===== src/rtl/gen_if_pkg.sv =====
// Shared constants and the increment transform for gen_if_pipe.
// The transform works on a fixed wide word; callers pass their real width.
package gen_if_pkg;

    localparam int MODE_PASS   = 0;
    localparam int MODE_INC    = 1;
    localparam int MODE_SAT    = 2;
    localparam int DEPTH_MAX   = 8;
    localparam int XFORM_W_MAX = 64;

    typedef logic [XFORM_W_MAX-1:0] xdata_t;

    // Returns {ovf, data}; only the low w bits of data are meaningful.
    function automatic logic [XFORM_W_MAX:0] inc_xform(
        input xdata_t data,
        input int     mode,
        input int     w
    );
        xdata_t               mask;
        xdata_t               d;
        logic                 all_ones;
        logic [XFORM_W_MAX:0] res;
        mask     = (w >= XFORM_W_MAX) ? '1 : ((xdata_t'(1) << w) - xdata_t'(1));
        d        = data & mask;
        all_ones = (d == mask);
        res      = {1'b0, d};
        case (mode)
            MODE_INC: res = {all_ones, (d + xdata_t'(1)) & mask};
            MODE_SAT: res = {all_ones, all_ones ? d : (d + xdata_t'(1))};
            default:  res = {1'b0, d};
        endcase
        return res;
    endfunction

endpackage


===== src/rtl/gen_if_pipe_if.sv =====
// Valid/ready handshake bundle for gen_if_pipe: producer side in_*, consumer side out_*.
// master = surrounding logic, slave = the pipe itself.
interface gen_if_pipe_if #(
    parameter int W = 8
) ();
    logic         in_valid;
    logic         in_ready;
    logic [W-1:0] in_data;
    logic         out_valid;
    logic         out_ready;
    logic [W-1:0] out_data;
    logic         out_ovf;

    modport master (
        output in_valid, in_data, out_ready,
        input  in_ready, out_valid, out_data, out_ovf
    );

    modport slave (
        input  in_valid, in_data, out_ready,
        output in_ready, out_valid, out_data, out_ovf
    );
endinterface


===== src/rtl/gen_if_slice.sv =====
// One pipeline register slice {valid, data, ovf} with a pass-through ready chain.
// Data only loads when the upstream word is valid, so bubbles never clobber it.
module gen_if_slice #(
    parameter int W = 8
) (
    input  logic         clk,
    input  logic         rst_n,
    input  logic         up_valid,
    input  logic [W-1:0] up_data,
    input  logic         up_ovf,
    input  logic         dn_ready,
    output logic         ready,
    output logic         valid,
    output logic [W-1:0] data,
    output logic         ovf
);

    logic         valid_reg;
    logic [W-1:0] data_reg;
    logic         ovf_reg;

    assign ready = !valid_reg || dn_ready;
    assign valid = valid_reg;
    assign data  = data_reg;
    assign ovf   = ovf_reg;

    always_ff @(posedge clk or negedge rst_n) begin
        if (!rst_n) begin
            valid_reg <= 1'b0;
            data_reg  <= '0;
            ovf_reg   <= 1'b0;
        end else if (ready) begin
            valid_reg <= up_valid;
            if (up_valid) begin
                data_reg <= up_data;
                ovf_reg  <= up_ovf;
            end
        end
    end

endmodule


===== src/rtl/gen_if_pipe.sv =====
// Optional increment stage with DEPTH register slices (0 = combinational bypass).
// Define GEN_IF_PIPE_STATS_EN to add saturating xfer_cnt/stall_cnt counters.
module gen_if_pipe
    import gen_if_pkg::*;
#(
    parameter int W     = 8,
    parameter int DEPTH = 1,
    parameter int MODE  = 0,
    parameter int CNT_W = 16
) (
    input  logic             clk,
    input  logic             rst_n,
    gen_if_pipe_if.slave     bus,
    output logic             busy
`ifdef GEN_IF_PIPE_STATS_EN
    ,
    output logic [CNT_W-1:0] xfer_cnt,
    output logic [CNT_W-1:0] stall_cnt
`endif
);

    if (W >= 1 && W <= XFORM_W_MAX && DEPTH >= 0 && DEPTH <= DEPTH_MAX &&
        MODE >= MODE_PASS && MODE <= MODE_SAT && CNT_W >= 1) begin : g_ok

        // Only bits [W-1:0] and the top ovf bit of the wide result are used.
        logic [XFORM_W_MAX:0] xf_wide_unused;
        logic [W-1:0]         xf_data;
        logic                 xf_ovf;

        assign xf_wide_unused = inc_xform(xdata_t'(bus.in_data), MODE, W);
        assign xf_data        = xf_wide_unused[W-1:0];
        assign xf_ovf         = xf_wide_unused[XFORM_W_MAX];

        if (DEPTH == 0) begin : g_bypass
            logic bypass_unused;
            assign bypass_unused = clk ^ rst_n;
            assign bus.out_valid = bus.in_valid;
            assign bus.in_ready  = bus.out_ready;
            assign bus.out_data  = xf_data;
            assign bus.out_ovf   = xf_ovf;
            assign busy          = 1'b0;
        end else begin : g_chain
            // Index i feeds slice i; index DEPTH is the pipe output.
            logic [DEPTH:0] v_chain;
            logic [DEPTH:0] o_chain;
            logic [DEPTH:0] r_chain;
            logic [W-1:0]   d_chain [DEPTH+1];

            assign v_chain[0]     = bus.in_valid;
            assign d_chain[0]     = xf_data;
            assign o_chain[0]     = xf_ovf;
            assign r_chain[DEPTH] = bus.out_ready;

            for (genvar gi = 0; gi < DEPTH; gi++) begin : g_slice
                gen_if_slice #(.W(W)) u_slice (
                    .clk      (clk),
                    .rst_n    (rst_n),
                    .up_valid (v_chain[gi]),
                    .up_data  (d_chain[gi]),
                    .up_ovf   (o_chain[gi]),
                    .dn_ready (r_chain[gi+1]),
                    .ready    (r_chain[gi]),
                    .valid    (v_chain[gi+1]),
                    .data     (d_chain[gi+1]),
                    .ovf      (o_chain[gi+1])
                );
            end

            assign bus.in_ready  = r_chain[0];
            assign bus.out_valid = v_chain[DEPTH];
            assign bus.out_data  = d_chain[DEPTH];
            assign bus.out_ovf   = o_chain[DEPTH];
            assign busy          = |v_chain[DEPTH:1];
        end

    end else begin : g_bad
        $error("gen_if_pipe: illegal parameters W=%0d DEPTH=%0d MODE=%0d CNT_W=%0d",
               W, DEPTH, MODE, CNT_W);
        assign bus.in_ready  = 1'b0;
        assign bus.out_valid = 1'b0;
        assign bus.out_data  = '0;
        assign bus.out_ovf   = 1'b0;
        assign busy          = 1'b0;
    end

`ifdef GEN_IF_PIPE_STATS_EN
    logic [CNT_W-1:0] xfer_cnt_reg;
    logic [CNT_W-1:0] xfer_cnt_next;
    logic [CNT_W-1:0] stall_cnt_reg;
    logic [CNT_W-1:0] stall_cnt_next;

    always_comb begin
        xfer_cnt_next  = xfer_cnt_reg;
        stall_cnt_next = stall_cnt_reg;
        if (bus.in_valid && bus.in_ready && !(&xfer_cnt_reg))
            xfer_cnt_next = xfer_cnt_reg + CNT_W'(1);
        if (bus.out_valid && !bus.out_ready && !(&stall_cnt_reg))
            stall_cnt_next = stall_cnt_reg + CNT_W'(1);
    end

    always_ff @(posedge clk or negedge rst_n) begin
        if (!rst_n) begin
            xfer_cnt_reg  <= '0;
            stall_cnt_reg <= '0;
        end else begin
            xfer_cnt_reg  <= xfer_cnt_next;
            stall_cnt_reg <= stall_cnt_next;
        end
    end

    assign xfer_cnt  = xfer_cnt_reg;
    assign stall_cnt = stall_cnt_reg;
`endif

endmodule


===== src/flat_wrapper.sv =====
// flat-port wrapper written by rule: the top's interface ports become plain ports
module gen_if_pipe_flat import gen_if_pkg::*;
#(
    parameter int W     = 8,
    parameter int DEPTH = 1,
    parameter int MODE  = 0,
    parameter int CNT_W = 16
)
  (clk, rst_n, busy, bus_in_valid, bus_in_data, bus_out_ready, bus_in_ready, bus_out_valid, bus_out_data, bus_out_ovf);
  gen_if_pipe_if #(.W(W)) bus_i ();
  input  logic clk;
  input  logic rst_n;
  output logic busy;
  input wire logic [$bits(bus_i.in_valid)-1:0] bus_in_valid;
  input wire logic [$bits(bus_i.in_data)-1:0] bus_in_data;
  input wire logic [$bits(bus_i.out_ready)-1:0] bus_out_ready;
  output wire logic [$bits(bus_i.in_ready)-1:0] bus_in_ready;
  output wire logic [$bits(bus_i.out_valid)-1:0] bus_out_valid;
  output wire logic [$bits(bus_i.out_data)-1:0] bus_out_data;
  output wire logic [$bits(bus_i.out_ovf)-1:0] bus_out_ovf;
  assign bus_i.in_valid = bus_in_valid;
  assign bus_i.in_data = bus_in_data;
  assign bus_i.out_ready = bus_out_ready;
  assign bus_in_ready = bus_i.in_ready;
  assign bus_out_valid = bus_i.out_valid;
  assign bus_out_data = bus_i.out_data;
  assign bus_out_ovf = bus_i.out_ovf;
  gen_if_pipe #(.W(W), .DEPTH(DEPTH), .MODE(MODE), .CNT_W(CNT_W)) u_core (.clk(clk), .rst_n(rst_n), .bus(bus_i), .busy(busy));
endmodule

===== config.mk =====
export PLATFORM = sky130hd
export DESIGN_NAME = gen_if_pipe_flat
export DESIGN_NICKNAME = d
export VERILOG_FILES = /design/src/rtl/gen_if_pkg.sv /design/src/rtl/gen_if_pipe_if.sv /design/src/rtl/gen_if_slice.sv /design/src/rtl/gen_if_pipe.sv /design/src/flat_wrapper.sv
export SDC_FILE = /design/constraint.sdc
export NUM_CORES = 1
export LEC_CHECK = 0
export CAP_MARGIN = 10
export CORE_AREA = 2 2 39 41
export CTS_CLUSTER_SIZE = 30
export DETAILED_ROUTE_END_ITERATION = 8
export DIE_AREA = 0 0 41 43
export GPL_TIMING_DRIVEN = 0
export MAX_ROUTING_LAYER = met4
export PLACE_DENSITY = 0.75
export SYNTH_ARGS = -nofsm -noshare
export SYNTH_HDL_FRONTEND = slang
export SYNTH_SLANG_ARGS = --single-unit

===== constraint.sdc =====
create_clock -name clk -period 3.2 [get_ports clk]
set_clock_uncertainty 0.2 [all_clocks]
set_input_delay 0.48 -clock clk [delete_from_list [all_inputs] [get_ports clk]]
set_output_delay 0.48 -clock clk [all_outputs]
set_load 0.1 [all_outputs]

=== Word level (Yosys, flattened, before mapping) ===
Index checks and enable logic that the tools add are counted.

* Add/sub/neg operators: 0
* Multiply operators: 0
* Div/mod/pow operators: 0
* Magnitude comparators: 0
* Equal/unequal tests: 0
* Shifts and indexed selects: 0
* Muxes and demuxes: 0
* Bitwise operators: 0
* Reduce and logical (&&, ||, !) cells: 3

{| class="wikitable"
|+ Operator list
! operator !! count
|-
| $reduce_and A2 Y1 || 1
|-
| $logic_not A1 Y1 || 1
|-
| $logic_or A1 B1 Y1 || 1
|}

* Register bits after elaboration: 9
* Latch bits: 0
* Bits in writable memories: 0
* Memory bits (read-only): 0
* Output and inout bits: 12
* Word-level logic and storage cells: 5
* Memories: 0

=== Logic depth before layout (Yosys ltp) ===
* Depth in word-level cells: 3
* Gate-level depth with buffers: 3

=== Modules after synthesis ===
From an unflattened synthesis, not the netlist that was laid out.

* Cell total of the unflattened synthesis: 24
* Area total of the unflattened synthesis: 436.7 um2

{| class="wikitable"
|+ Modules (own cells, without submodules)
! module !! instances !! cells an instance !! area an instance (um2) !! seq. area each (um2)
|-
| gen_if_slice || 1 || 22 || 425.4 || 250.2
|-
| gen_if_pipe || 1 || 2 || 11.3 || 0.0
|}

=== Worst setup path after synthesis ===
Ideal clock, no wire load.

* Path type: register to register
* Start point: register u_core.g_ok.g_chain.g_slice[0].u_slice.valid_reg
* End point: register u_core.g_ok.g_chain.g_slice[0].u_slice.data_reg[0]
* Data arrival time: 1890 ps
* Path slack: 985 ps
* Cell stages (with the launch flop): 4
* Path buffers: 0
* Cells stage by stage: dfrtp_1 -> nand2b_4 -> nand2_8 -> mux2_4

* Word-level cells in the longest chain between the ends: 3

{| class="wikitable"
|+ RTL lines
! what !! line !! text
|-
| start: declaration || gen_if_slice.sv:18 || <nowiki>logic valid_reg;</nowiki>
|-
| start signal: assignment || gen_if_slice.sv:33 || <nowiki>valid_reg <= up_valid;</nowiki>
|-
| $logic_not A1 Y1 || gen_if_slice.sv:22 || <nowiki>assign ready = !valid_reg || dn_ready;</nowiki>
|-
| $logic_or A1 B1 Y1 || gen_if_slice.sv:22 ||
|-
| via bus_in_ready || flat_wrapper.sv:17 || <nowiki>output wire logic [$bits(bus_i.in_ready)-1:0] bus_in_ready;</nowiki>
|-
| $reduce_and A2 Y1 (no source line) || -- ||
|-
| end signal: assignment || gen_if_slice.sv:35 || <nowiki>data_reg <= up_data;</nowiki>
|-
| end: declaration || gen_if_slice.sv:19 || <nowiki>logic [W-1:0] data_reg;</nowiki>
|}

The timed path passes the listed nets, and every way through them passes these cells.
A chain may end at the register's enable or synchronous reset.

=== Final worst setup path ===
* Start point: input port bus_out_ready
* End point: output port bus_in_ready

* Word-level cells in the longest chain between the ends: 1

{| class="wikitable"
|+ RTL lines
! what !! line !! text
|-
| start: declaration || flat_wrapper.sv:16 || <nowiki>input wire logic [$bits(bus_i.out_ready)-1:0] bus_out_ready;</nowiki>
|-
| $logic_or A1 B1 Y1 || gen_if_slice.sv:22 ||
|-
| end: declaration || flat_wrapper.sv:17 ||
|}

Every way passes these cells.

==> metrics.cfg <==
[clock_network]
ctsHtreeMaxLevel=1
clkSinkCount=9
cts_tree=built
clockRootBuffer=clkbuf_4
path_clk_slew_ns=0.06
cts_max_path_buffers=2
worstSkewPairLatency_ns=0.25
cts_resized=0
post_cts_buffers=0
cts_hold_buf=0
cts_buffers=3

[worst_setup_path]
worstPathRequired_ns=2.52
slowest_delay_ns=1.15
end_kind=primary output
crit_path_frequent_cell=clkdlybuf4s50_1
start_kind=primary input
crit_type=primary input to primary output
worstPathArrival_ns=2.24
worst_path_max_delay_cell=clkdlybuf4s50_1
crit_fanout=3
crit_chain=clkdlybuf4s50_1 > nand2b_4 > clkdlybuf4s50_1

[cells_and_area]
insertedDiodeCount=0
layout-drive-gt1-share_pct=30.6
fillCellCount=133
largest_reg_flops=8
fin_area_um2=671
nets=62
stdcell_count=65
area_growth_pct=65.9

[timing]
finalSetupViolCount=0
rsz0062_at_grt=false
tightest_slew_ns=0.972
slew_headroom_pct=35.0
finalHoldViolations=0
fmax_mhz=343
fin_ws_ns=0.285
min_period_ns=2.92
setup-tns-final_ns=0
post-route-period-util_pct=91.1
slew_viol_final=0

[logic_synthesis]
ys_ff_latch=9
synthFlopType=dfrtp_1
avgSynthCellArea_um2=17.6
ys_types=7
synth_cells=23
synth.top_cells.by_count=9 x dfrtp_1, 8 x mux2_4, 2 x buf_4
yosysMostFrequentCell=dfrtp_1
synth_area_um2=404
synth.top_cell.area_share_pct=55.7
synthArstFlopShare_pct=100
synth_warnings=0
synth_fp_nets=35
yosysSeqAreaShare_pct=55.7
synthTopCellsByArea=dfrtp_1 56%, mux2_4 30%, nand2_8 5.0%
synth_edf_count=0
synth_area_leader_cell=dfrtp_1

[status]
run_status=completed

[power_and_ir_drop]
power_uw=449
pwr_density_cell_nw_per_um2=670
vdd_drop_max_mv=0.186
power_leakage_nw=0.305

[worst_hold_path]
hp-class=register to register

[detailed_routing]
vias=264
drt_iter0_drc=4
firstDrtPassIters=2
drc=0
via_per_inst=4.06
wl_per_cell_um=12.5
drt-total-wl_um=813
ant_nets=0

[global_routing]
grt_overflow=0
grtUsageTotal_pct=11.2
grt_pass1_vias=277
antenna_found_initial=0
grt_max_degree=10
grt_pass1_wl_um=1260

[die]
core_um2=1380
initial_core_util_pct=29.2
dieArea_um2=1760
fp.dieH_um=43
io_pins=24
die_w_um=41
rows=14

[place]
placed_area_um2=644
place_ws_ns=0.280
hpwlAfterDp_um=676
io_buffer_count=22
placed_cells=61
gp_congestion=0.667

[run]
drv_cap=0

-- routing by layer --
layer  global-route usage [%]  up-vias  share of wire [%]
li1                         -      125                  -
met5                        -        -                  0
met1                     13.1      130                 39
met2                     16.6        7                 57
met3                     1.57        2                2.0
met4                     8.00        0                1.4
-- worst max-delay path, delay by kind of cell --
family | cells | cell delay, ns
AND/OR/NAND/NOR | 1 | 0.15
buffers and inverters | 2 | 1.60
-- cells in the final DEF (no fill, tap or decap), drive strengths merged --
cell / netlist / routed
clkbuf: 0 / 4
conb: 1 / 1
nand2: 1 / 1
buf: 2 / 2
mux2: 8 / 8
clkdlybuf4s50: 0 / 22
dfrtp: 9 / 9
nand2b: 2 / 2
-- final timing paths --
check / to / depth (start not counted) / start / slack (ns)
min: u_core.g_ok.g_chain.g_slice[0].u_slice.data[2] / 1 / u_core.g_ok.g_chain.g_slice[0].u_slice.data[2] / 0.31
max reg2reg: u_core.g_ok.g_chain.g_slice[0].u_slice.data[3] / 3 / u_core.g_ok.g_chain.g_slice[0].u_slice.valid / 1.93
max in group asynchronous: u_core.g_ok.g_chain.g_slice[0].u_slice.data[5] / 1 / rst_n / 2.19
max: bus_in_ready / 3 / bus_out_ready / 0.28
min reg2reg: u_core.g_ok.g_chain.g_slice[0].u_slice.data[2] / 1 / u_core.g_ok.g_chain.g_slice[0].u_slice.data[2] / 0.31
min in group asynchronous: u_core.g_ok.g_chain.g_slice[0].u_slice.valid / 1 / rst_n / 0.32
-- power by group --
part / total, mW / internal [mW] / switching (mW)
sequential: 0.139 / 0.130 / 0.00975
clock: 0.0852 / 0.0479 / 0.0373
combinational: 0.225 / 0.0662 / 0.159
total: 0.449 / 0.244 / 0.206
-- per-stage QoR --
stage / utilization, % / hold WS [ns]
after CTS: 48.5 / 0.314
after detailed placement: 46.6 / 0.295
after floorplan: - / -0.0156
after global placement: 46.6 / 0.294
final: 48.5 / 0.314
after global routing: 48.5 / 0.325
-- kinds of logic after synthesis --
| logic type | count (synthesis) | synth area share [%] |
|---|---|---|
| buffers and inverters | 2 | 3.71 |
| other | 1 | 0.928 |
| and+or+nand+nor | 3 | 9.91 |
| muxes | 8 | 29.7 |
| DFF | 9 | 55.7 |
-- area by class of cell --
type / instances / area, um2 / share of cell area [%]
Sequential cell: 9 / 225 / 33.6
Multi-Input combinational cell: 12 / 164 / 24.4
Clock buffer: 4 / 26.3 / 3.92
Buffer: 2 / 15.0 / 2.24
Timing Repair Buffer: 22 / 220 / 32.8
Tap cell: 16 / 20.0 / 2.99
(Power assumes the default switching activity.)
